===== src/rtl/spectro_frame_engine.sv =====
// Spectrogram frame engine: counts synchronised channel edges per RTC frame, snapshots and serialises them.
// Define SPECTRO_PARITY_EN to append an even-parity bit to every serial word.
module spectro_frame_engine #(
  parameter int NUM_CH      = 15,
  parameter int CNT_W       = 12,
  parameter int FRAME_TICKS = 60
) (
  input  logic                          clk,
  input  logic                          reset,
  input  logic [NUM_CH-1:0]             ch_in,
  input  logic                          rtc_in,
  output logic                          serial_out,
  output logic                          bit_valid,
  output logic                          load_out,
  output logic [$clog2(NUM_CH+1)-1:0]   sel_out,
  output logic                          frame_busy,
  output logic                          ovf_ch,
  output logic                          ovf_rtc,
  output logic                          frame_lost
);

  localparam int TW = $clog2(FRAME_TICKS + 1);
  localparam int SW = $clog2(NUM_CH + 1);
`ifdef SPECTRO_PARITY_EN
  localparam int W  = CNT_W + 1;
`else
  localparam int W  = CNT_W;
`endif
  localparam int BW = $clog2(W + 1);

  localparam logic [CNT_W-1:0] CNT_MAX   = {CNT_W{1'b1}};
  localparam logic [TW-1:0]    TIME_LAST = TW'(FRAME_TICKS - 1);
  localparam logic [TW-1:0]    TIME_FULL = TW'(FRAME_TICKS);
  localparam logic [SW-1:0]    SEL_LAST  = SW'(NUM_CH);
  localparam logic [BW-1:0]    BIT_LAST  = BW'(W - 1);

  typedef enum logic [1:0] {
    IDLE  = 2'd0,
    LOAD  = 2'd1,
    SHIFT = 2'd2
  } state_t;

  function automatic logic [W-1:0] format_word(input logic [CNT_W-1:0] data);
`ifdef SPECTRO_PARITY_EN
    format_word = {data, ^data};
`else
    format_word = data;
`endif
  endfunction

  logic [NUM_CH-1:0] ch_s1_q, ch_s2_q, ch_s3_q;
  logic              rtc_s1_q, rtc_s2_q, rtc_s3_q;

  logic [CNT_W-1:0]  cnt_q    [NUM_CH];
  logic [CNT_W-1:0]  cnt_d    [NUM_CH];
  logic [CNT_W-1:0]  shadow_q [NUM_CH];
  logic [CNT_W-1:0]  shadow_d [NUM_CH];
  logic [TW-1:0]     time_q, time_d;
  logic [TW-1:0]     shadow_time_q, shadow_time_d;
  logic              ovf_ch_q, ovf_ch_d;
  logic              ovf_rtc_q, ovf_rtc_d;
  logic              frame_lost_q, frame_lost_d;

  state_t            state_q, state_d;
  logic [SW-1:0]     sel_q, sel_d;
  logic [BW-1:0]     bit_q, bit_d;
  logic [W-1:0]      shift_q, shift_d;
  logic              load_q, load_d;
  logic              valid_q, valid_d;
  logic              busy_q, busy_d;

  logic [NUM_CH-1:0] ch_edge_s, ch_ovf_s;
  logic              rtc_edge_s, t_ch_s, t_rtc_s, trig_s, accept_s;
  logic [CNT_W-1:0]  time_word_s, word_data_s;

  // Two-flop synchronisers plus a delayed copy for rising-edge detection
  always_ff @(posedge clk or posedge reset) begin
    if (reset) begin
      ch_s1_q  <= {NUM_CH{1'b0}};
      ch_s2_q  <= {NUM_CH{1'b0}};
      ch_s3_q  <= {NUM_CH{1'b0}};
      rtc_s1_q <= 1'b0;
      rtc_s2_q <= 1'b0;
      rtc_s3_q <= 1'b0;
    end else begin
      ch_s1_q  <= ch_in;
      ch_s2_q  <= ch_s1_q;
      ch_s3_q  <= ch_s2_q;
      rtc_s1_q <= rtc_in;
      rtc_s2_q <= rtc_s1_q;
      rtc_s3_q <= rtc_s2_q;
    end
  end

  // Edge detection, trigger decode, counters and snapshot capture
  always_comb begin
    ch_edge_s  = ch_s2_q & ~ch_s3_q;
    rtc_edge_s = rtc_s2_q & ~rtc_s3_q;
    ch_ovf_s   = {NUM_CH{1'b0}};
    for (int i = 0; i < NUM_CH; i++) begin
      ch_ovf_s[i] = ch_edge_s[i] & (cnt_q[i] == CNT_MAX);
    end
    t_ch_s   = |ch_ovf_s;
    t_rtc_s  = rtc_edge_s & (time_q == TIME_LAST);
    trig_s   = t_ch_s | t_rtc_s;
    accept_s = trig_s & (state_q == IDLE);

    shadow_time_d = shadow_time_q;
    time_d        = time_q;
    for (int i = 0; i < NUM_CH; i++) begin
      shadow_d[i] = shadow_q[i];
      cnt_d[i]    = cnt_q[i];
    end

    if (trig_s) begin
      // The overflowing edge is consumed; other coincident edges open the next frame
      for (int i = 0; i < NUM_CH; i++) begin
        if (accept_s) begin
          shadow_d[i] = ch_ovf_s[i] ? CNT_MAX : cnt_q[i];
        end else begin
          shadow_d[i] = shadow_q[i];
        end
        cnt_d[i] = (ch_edge_s[i] & ~ch_ovf_s[i]) ? CNT_W'(1) : CNT_W'(0);
      end
      if (accept_s) begin
        shadow_time_d = t_rtc_s ? TIME_FULL : time_q;
      end else begin
        shadow_time_d = shadow_time_q;
      end
      time_d = (rtc_edge_s & ~t_rtc_s) ? TW'(1) : TW'(0);
    end else begin
      for (int i = 0; i < NUM_CH; i++) begin
        if (ch_edge_s[i]) begin
          cnt_d[i] = cnt_q[i] + CNT_W'(1);
        end else begin
          cnt_d[i] = cnt_q[i];
        end
      end
      if (rtc_edge_s) begin
        time_d = time_q + TW'(1);
      end else begin
        time_d = time_q;
      end
    end

    ovf_ch_d     = t_ch_s;
    ovf_rtc_d    = t_rtc_s;
    frame_lost_d = trig_s & ~accept_s;
  end

  // Counter, shadow and status-pulse registers
  always_ff @(posedge clk or posedge reset) begin
    if (reset) begin
      for (int i = 0; i < NUM_CH; i++) begin
        cnt_q[i]    <= {CNT_W{1'b0}};
        shadow_q[i] <= {CNT_W{1'b0}};
      end
      time_q        <= {TW{1'b0}};
      shadow_time_q <= {TW{1'b0}};
      ovf_ch_q      <= 1'b0;
      ovf_rtc_q     <= 1'b0;
      frame_lost_q  <= 1'b0;
    end else begin
      for (int i = 0; i < NUM_CH; i++) begin
        cnt_q[i]    <= cnt_d[i];
        shadow_q[i] <= shadow_d[i];
      end
      time_q        <= time_d;
      shadow_time_q <= shadow_time_d;
      ovf_ch_q      <= ovf_ch_d;
      ovf_rtc_q     <= ovf_rtc_d;
      frame_lost_q  <= frame_lost_d;
    end
  end

  // Word select: time word (size cast zero-extends or keeps LSBs) then channel shadows
  always_comb begin
    time_word_s = CNT_W'(shadow_time_q);
    word_data_s = time_word_s;
    for (int i = 0; i < NUM_CH; i++) begin
      if (sel_q == SW'(i + 1)) begin
        word_data_s = shadow_q[i];
      end else begin
        word_data_s = word_data_s;
      end
    end
  end

  // Serialiser next-state: LOAD for one cycle, then W shift cycles per word
  always_comb begin
    state_d = state_q;
    sel_d   = sel_q;
    bit_d   = bit_q;
    shift_d = shift_q;
    load_d  = 1'b0;
    valid_d = 1'b0;
    busy_d  = busy_q;
    case (state_q)
      IDLE: begin
        sel_d   = {SW{1'b0}};
        shift_d = {W{1'b0}};
        if (accept_s) begin
          state_d = LOAD;
          load_d  = 1'b1;
          busy_d  = 1'b1;
        end else begin
          busy_d  = 1'b0;
        end
      end
      LOAD: begin
        shift_d = format_word(word_data_s);
        bit_d   = {BW{1'b0}};
        valid_d = 1'b1;
        state_d = SHIFT;
      end
      SHIFT: begin
        if (bit_q == BIT_LAST) begin
          shift_d = {W{1'b0}};
          bit_d   = {BW{1'b0}};
          if (sel_q == SEL_LAST) begin
            state_d = IDLE;
            sel_d   = {SW{1'b0}};
            busy_d  = 1'b0;
          end else begin
            state_d = LOAD;
            sel_d   = sel_q + SW'(1);
            load_d  = 1'b1;
          end
        end else begin
          shift_d = shift_q << 1;
          bit_d   = bit_q + BW'(1);
          valid_d = 1'b1;
        end
      end
      default: begin
        state_d = IDLE;
        sel_d   = {SW{1'b0}};
        shift_d = {W{1'b0}};
        busy_d  = 1'b0;
      end
    endcase
  end

  // Serialiser state and registered output flops
  always_ff @(posedge clk or posedge reset) begin
    if (reset) begin
      state_q <= IDLE;
      sel_q   <= {SW{1'b0}};
      bit_q   <= {BW{1'b0}};
      shift_q <= {W{1'b0}};
      load_q  <= 1'b0;
      valid_q <= 1'b0;
      busy_q  <= 1'b0;
    end else begin
      state_q <= state_d;
      sel_q   <= sel_d;
      bit_q   <= bit_d;
      shift_q <= shift_d;
      load_q  <= load_d;
      valid_q <= valid_d;
      busy_q  <= busy_d;
    end
  end

  assign serial_out = shift_q[W-1];
  assign bit_valid  = valid_q;
  assign load_out   = load_q;
  assign sel_out    = sel_q;
  assign frame_busy = busy_q;
  assign ovf_ch     = ovf_ch_q;
  assign ovf_rtc    = ovf_rtc_q;
  assign frame_lost = frame_lost_q;

endmodule

===== config.mk =====
export PLATFORM = sky130hd
export DESIGN_NAME = spectro_frame_engine
export DESIGN_NICKNAME = d
export VERILOG_FILES = /design/src/rtl/spectro_frame_engine.sv
export SDC_FILE = /design/constraint.sdc
export NUM_CORES = 1
export LEC_CHECK = 0
export CAP_MARGIN = 0
export CORE_MARGIN = 4
export CORE_UTILIZATION = 55
export CTS_CLUSTER_DIAMETER = 60
export DETAILED_ROUTE_END_ITERATION = 7
export GPL_TIMING_DRIVEN = 1
export PLACE_DENSITY = 0.68
export SYNTH_ARGS = -nofsm -noshare
export SYNTH_HDL_FRONTEND = slang
export SYNTH_SLANG_ARGS = --single-unit

===== constraint.sdc =====
create_clock -name clk -period 35.9 [get_ports clk]
set_clock_uncertainty 0.15 [all_clocks]
set_input_delay 5.385 -clock clk [delete_from_list [all_inputs] [get_ports clk]]
set_output_delay 5.385 -clock clk [all_outputs]
set_load 0.005 [all_outputs]

# After elaboration in Yosys (flattened, before gate mapping)
# Index checks and enable logic that the tools add are counted.
# totals
output_inout_bits	11
inputBits	18
reg_bits	448
# op_classes
bitwise_logic	57
n_addsub	18
eq_ne	37
n_reduce_logical	23
mux	85
# op_table
cell	n
$mux 12	46
$add 12x1->12 const B	15
$eq 12x12->1 const B	15
$mux 180	1
$eq 4x4->1 const B	9
$and 1x1->1	35
$reduce_bool 2->1	17
$pmux 12 s2	1
$mux 1	23
$not 1->1	19
$mux 6	3
$eq 4x3->1 const B	4
$pmux 4 s2	2
$and 15x15->15	1
$not 15->15	1
$reduce_or 15->1	1
$mux 4	3
$add 4x1->4 const B	2
$eq 4x2->1 const B	2
$add 6x1->6 const B	1
$eq 6x6->1 const B	1
$ne 2x2->1 const B	3
$pmux 2 s3	1
$reduce_and 2->1	3
9 further kinds	11

# Longest topological paths before layout
# depth
ltp_word	17
ltp_mapped	11

# Worst setup path after synthesis
# No wires, ideal clock.
# synth_timing
kind	reg-to-output
startpoint	register sel_q[0] (netlist: sel_out[0])
endpoint	output port sel_out[0]
t_required_ns	30.365
stages_incl_launch_ff	1
t_arrival_ns	0.413
setup_slack_ns	29.952
n_path_buf	0
cell_sequence	dfrtp_1
# synth_lines
item	line	rtl
start: declaration	65	logic [SW-1:0] sel_q, sel_d;
start signal: assignment	248	sel_q <= {SW{1'b0}};
start signal: assignment	256	sel_q <= sel_d;
end: declaration	15	output logic [$clog2(NUM_CH+1)-1:0] sel_out,
# No word-level cell between the ends.

==> reports/qor.yml <==
outcome:
  status: "finished clean"
global_routing:
  grt_pass1_vias: 13930
  track_usage_pct: 22.66
  antenna_found_initial: 0
  grt_pass1_wl_mm: 76.18
  overflow: 0
  grt_max_degree: 192
synth:
  synth_compound_area_share_pct: 7.002
  synth_area_per_cell_um2: 11.25
  yosysWarnings: 0
  async_reset_ff_share_pct: 100.0
  synthSimpleGateAreaFrac_pct: 15.42
  synth_top_area_share_pct: 53.21
  postSynthRegisterBits: 448
  synth_area_leaders: "dfrtp_1, mux2_4, nor2_1, xor2_1, mux2_2"
  synth_top_family_by_area: "simple AND/OR/NAND/NOR gates"
  netlist_area_um2: 21070
  yosysMostFrequentCell: "dfrtp_1"
  muxShareOfSynthArea_pct: 12.64
  syn_nets: 1916
  seq_area_frac_synth_pct: 53.21
  synth_fa_ha_area_share_pct: 1.485
  synth.distinct_cells: 70
  yosys.area_share.xor_xnor_pct: 6.984
  synth_commonest_cells: "dfrtp_1, nor2_1, nand2_1"
  synth_ff_type: "dfrtp_1"
  synth_edf_count: 0
  syn_inst: 1873
  yosysTopAreaCell: "dfrtp_1"
sta:
  fmax_mhz: 131.0
  fin_crit_sh_pct: 21.26
  fin_setup_tns_ns: 0
  hold_ws_ns: 0.1945
  finalMaxSlewViolations: 0
  period_minus_slack_ns: 7.634
  finalSetupViolCount: 0
  relSlewSlack_pct: 16.51
  rsz0062_at_grt: "no"
  worst_pin_slew_ns: 1.235
  layout_setup_ws_ns: 28.27
  hold_violations: 0
worst_setup_path:
  cp-end-kind: "async pin"
  crit_fanout: 141
  worst-setup-path-type: "in2async"
  worst-endpoint-arrival_ns: 8.13
  reg2regPathDepth: 8
  r2r_setup_slack_ns: 31.40
  cp.required_ns: 36.40
  worstReg2RegStart: "cnt_q[0]$_DFFE_PP0P_"
  reg2reg_to: "shadow_q[23]$_DFFE_PP0P_"
  cp-start-kind: "input pin"
clock_network:
  clk_pin_slew_ns: 0.05
  numCtsBuffers: 49
  post_cts_buffers: 0
  h-tree-depth: 2
  ctsHoldBuffers: 0
  cts.repair.resized: 0
  clock_latency_ns: 0.58
  clock_path_buffers: 3
  root_buffer: "clkbuf_16"
  cts_tree: "built"
  cts.sinks: 448
routing:
  drc_errors: 0
  wl_per_cell_um: 19.17
  ant_nets: 0
  firstDrtPassIters: 5
  routed-via-count: 13890
  drt_iter0_drc: 1243
  wl_mm: 46.44
  vias_per_cell: 5.735
cells_and_area:
  num-fill-cells: 3040
  fin_area_um2: 23260
  drive_gt1_share_pct: 13.97
  final_nets: 1920
  area_growth_syn_to_layout_pct: 10.41
  stdcell_count: 2422
  n_antenna_cell: 0
power:
  p_int_uw: 907.1
  power_frac_clock_pct: 39.6
  power.switching_uw: 337.5
  switching_share_pct: 27.11
  power_frac_comb_pct: 10.0
  power_density_nw_per_um2: 53.50
  power_frac_seq_pct: 50.4
  p_leak_uw: 0.01092
  peakVddDrop_mv: 0.03399
floorplanning:
  start_util_pct: 55.80
  dieHeight_um: 203.7
  io_pins: 29
  fp.dieW_um: 203.7
  core-area_um2: 37760
  die-area_um2: 41500
  rows: 71
min_path:
  hold_path.class: "reg2reg"
  hold_end: "ch_s2_q[0]$_DFF_PP0_"
  hold_depth: 0
  min-delay-start: "ch_s1_q[0]$_DFF_PP0_"
placed_design:
  dp_slack_ns: 27.49
  gp_congestion: 0.9178
  dp_cells: 2337
  dp.final_hpwl_mm: 30.83
  placed_cell_area_um2: 21680
  io_buffers: 28
job:
  cap_violations: 0
## worst max-delay path by stage
| stage | from | endpoint | slack (ns) | depth (start not counted) |
|---|---|---|---|---|
| 6_report | reset | shadow_q[28]$_DFFE_PP0P_ | 28.27 | 4 |
| 5_1_grt | reset | shadow_q[26]$_DFFE_PP0P_ | 27.80 | 4 |
| 4_1_cts | reset | shadow_q[28]$_DFFE_PP0P_ | 28.12 | 4 |
| 3_5_place_dp | reset | shadow_q[35]$_DFFE_PP0P_ | 27.49 | 4 |
| 3_3_place_gp | reset | shadow_q[33]$_DFFE_PP0P_ | 27.52 | 4 |
| 2_1_floorplan | reset | bit_q[0]$_DFFE_PP0P_ | 17.88 | 1 |
## power by group through the flow
stage	combinational (uW)	sequential, uW	clock [uW]
2_1_floorplan	102	613	0
3_5_place_dp	126	634	0
3_3_place_gp	121	632	0
5_1_grt	147	636	524
4_1_cts	127	626	504
6_report	125	627	493
## metrics by stage
stage	total power, uW	utilization [%]
2_1_floorplan	714.9	-
4_1_cts	1257	61.61
3_3_place_gp	753.2	57.43
3_5_place_dp	759.9	57.43
5_1_grt	1307	61.61
6_report	1245	61.61
## kinds of logic (layout without fill, tap and decap cells)
logic type | count (synthesis) | count (layout)
AOI/OAI and AO/OA | 203 | 203
xor gates and xnor gates | 168 | 168
adders and majority gates | 25 | 25
buffers and inverters | 152 | 190
DFF | 448 | 448
muxes | 215 | 215
and+or+nand+nor | 662 | 662
## layout by cell type (no fill, tap or decap), types with 28 or more instances in the layout
cell | synthesis | layout
a22oi_1 | 31 | 31
clkdlybuf4s50_1 | 0 | 28
mux2_4 | 85 | 85
nor2_1 | 283 | 283
clkbuf_16 | 0 | 51
nand4_1 | 63 | 63
nand3_1 | 54 | 54
xnor2_1 | 63 | 63
nand2_1 | 108 | 107
xor2_1 | 105 | 105
o21ai_0 | 37 | 37
dfrtp_1 | 448 | 448
nor2b_1 | 34 | 34
mux2i_1 | 61 | 61
mux2_2 | 69 | 69
inv_1 | 62 | 61
## routing by layer
| layer | share of wire, % | vias to the layer above | track usage (%) |
|---|---|---|---|
| met5 | 0 | - | 0 |
| met4 | 2.5 | 0 | 6.938 |
| met3 | 5.4 | 71 | 3.927 |
| met2 | 43 | 302 | 33.09 |
| met1 | 49 | 6945 | 34.85 |
| li1 | - | 6572 | - |
## final cells by class
cell class	count	area, um2	area share, %
sequential	448	11210	48.19
multi-input combinational	1273	9185	39.48
clock buffer	77	1504	6.465
tap	511	639.4	2.748
timing repair buffer	43	405.4	1.743
inverter	62	240.2	1.033
clock inverter	8	77.57	0.3335
## sequential cells by signal, summed over array words and instances (netlist names)
register,count
rtc_s3_q,1
time_q,6
bit_q,4
cnt_q,180
frame_busy,1
load_out,1
ch_s2_q,15
ovf_ch,1
rtc_s1_q,1
shadow_time_q,6
ovf_rtc,1
bit_valid,1
shift_q,12
ch_s3_q,15
state_q,2
sel_out,4
shadow_q,180
ch_s1_q,15
rtc_s2_q,1
frame_lost,1
## worst max-delay path, stage by stage
cell and delay (ns):
clkdlybuf4s50_1 0.49, inv_8 0.67, buf_4 0.80, buf_4 0.65
Note: power is estimated with default switching activity, not from simulation.
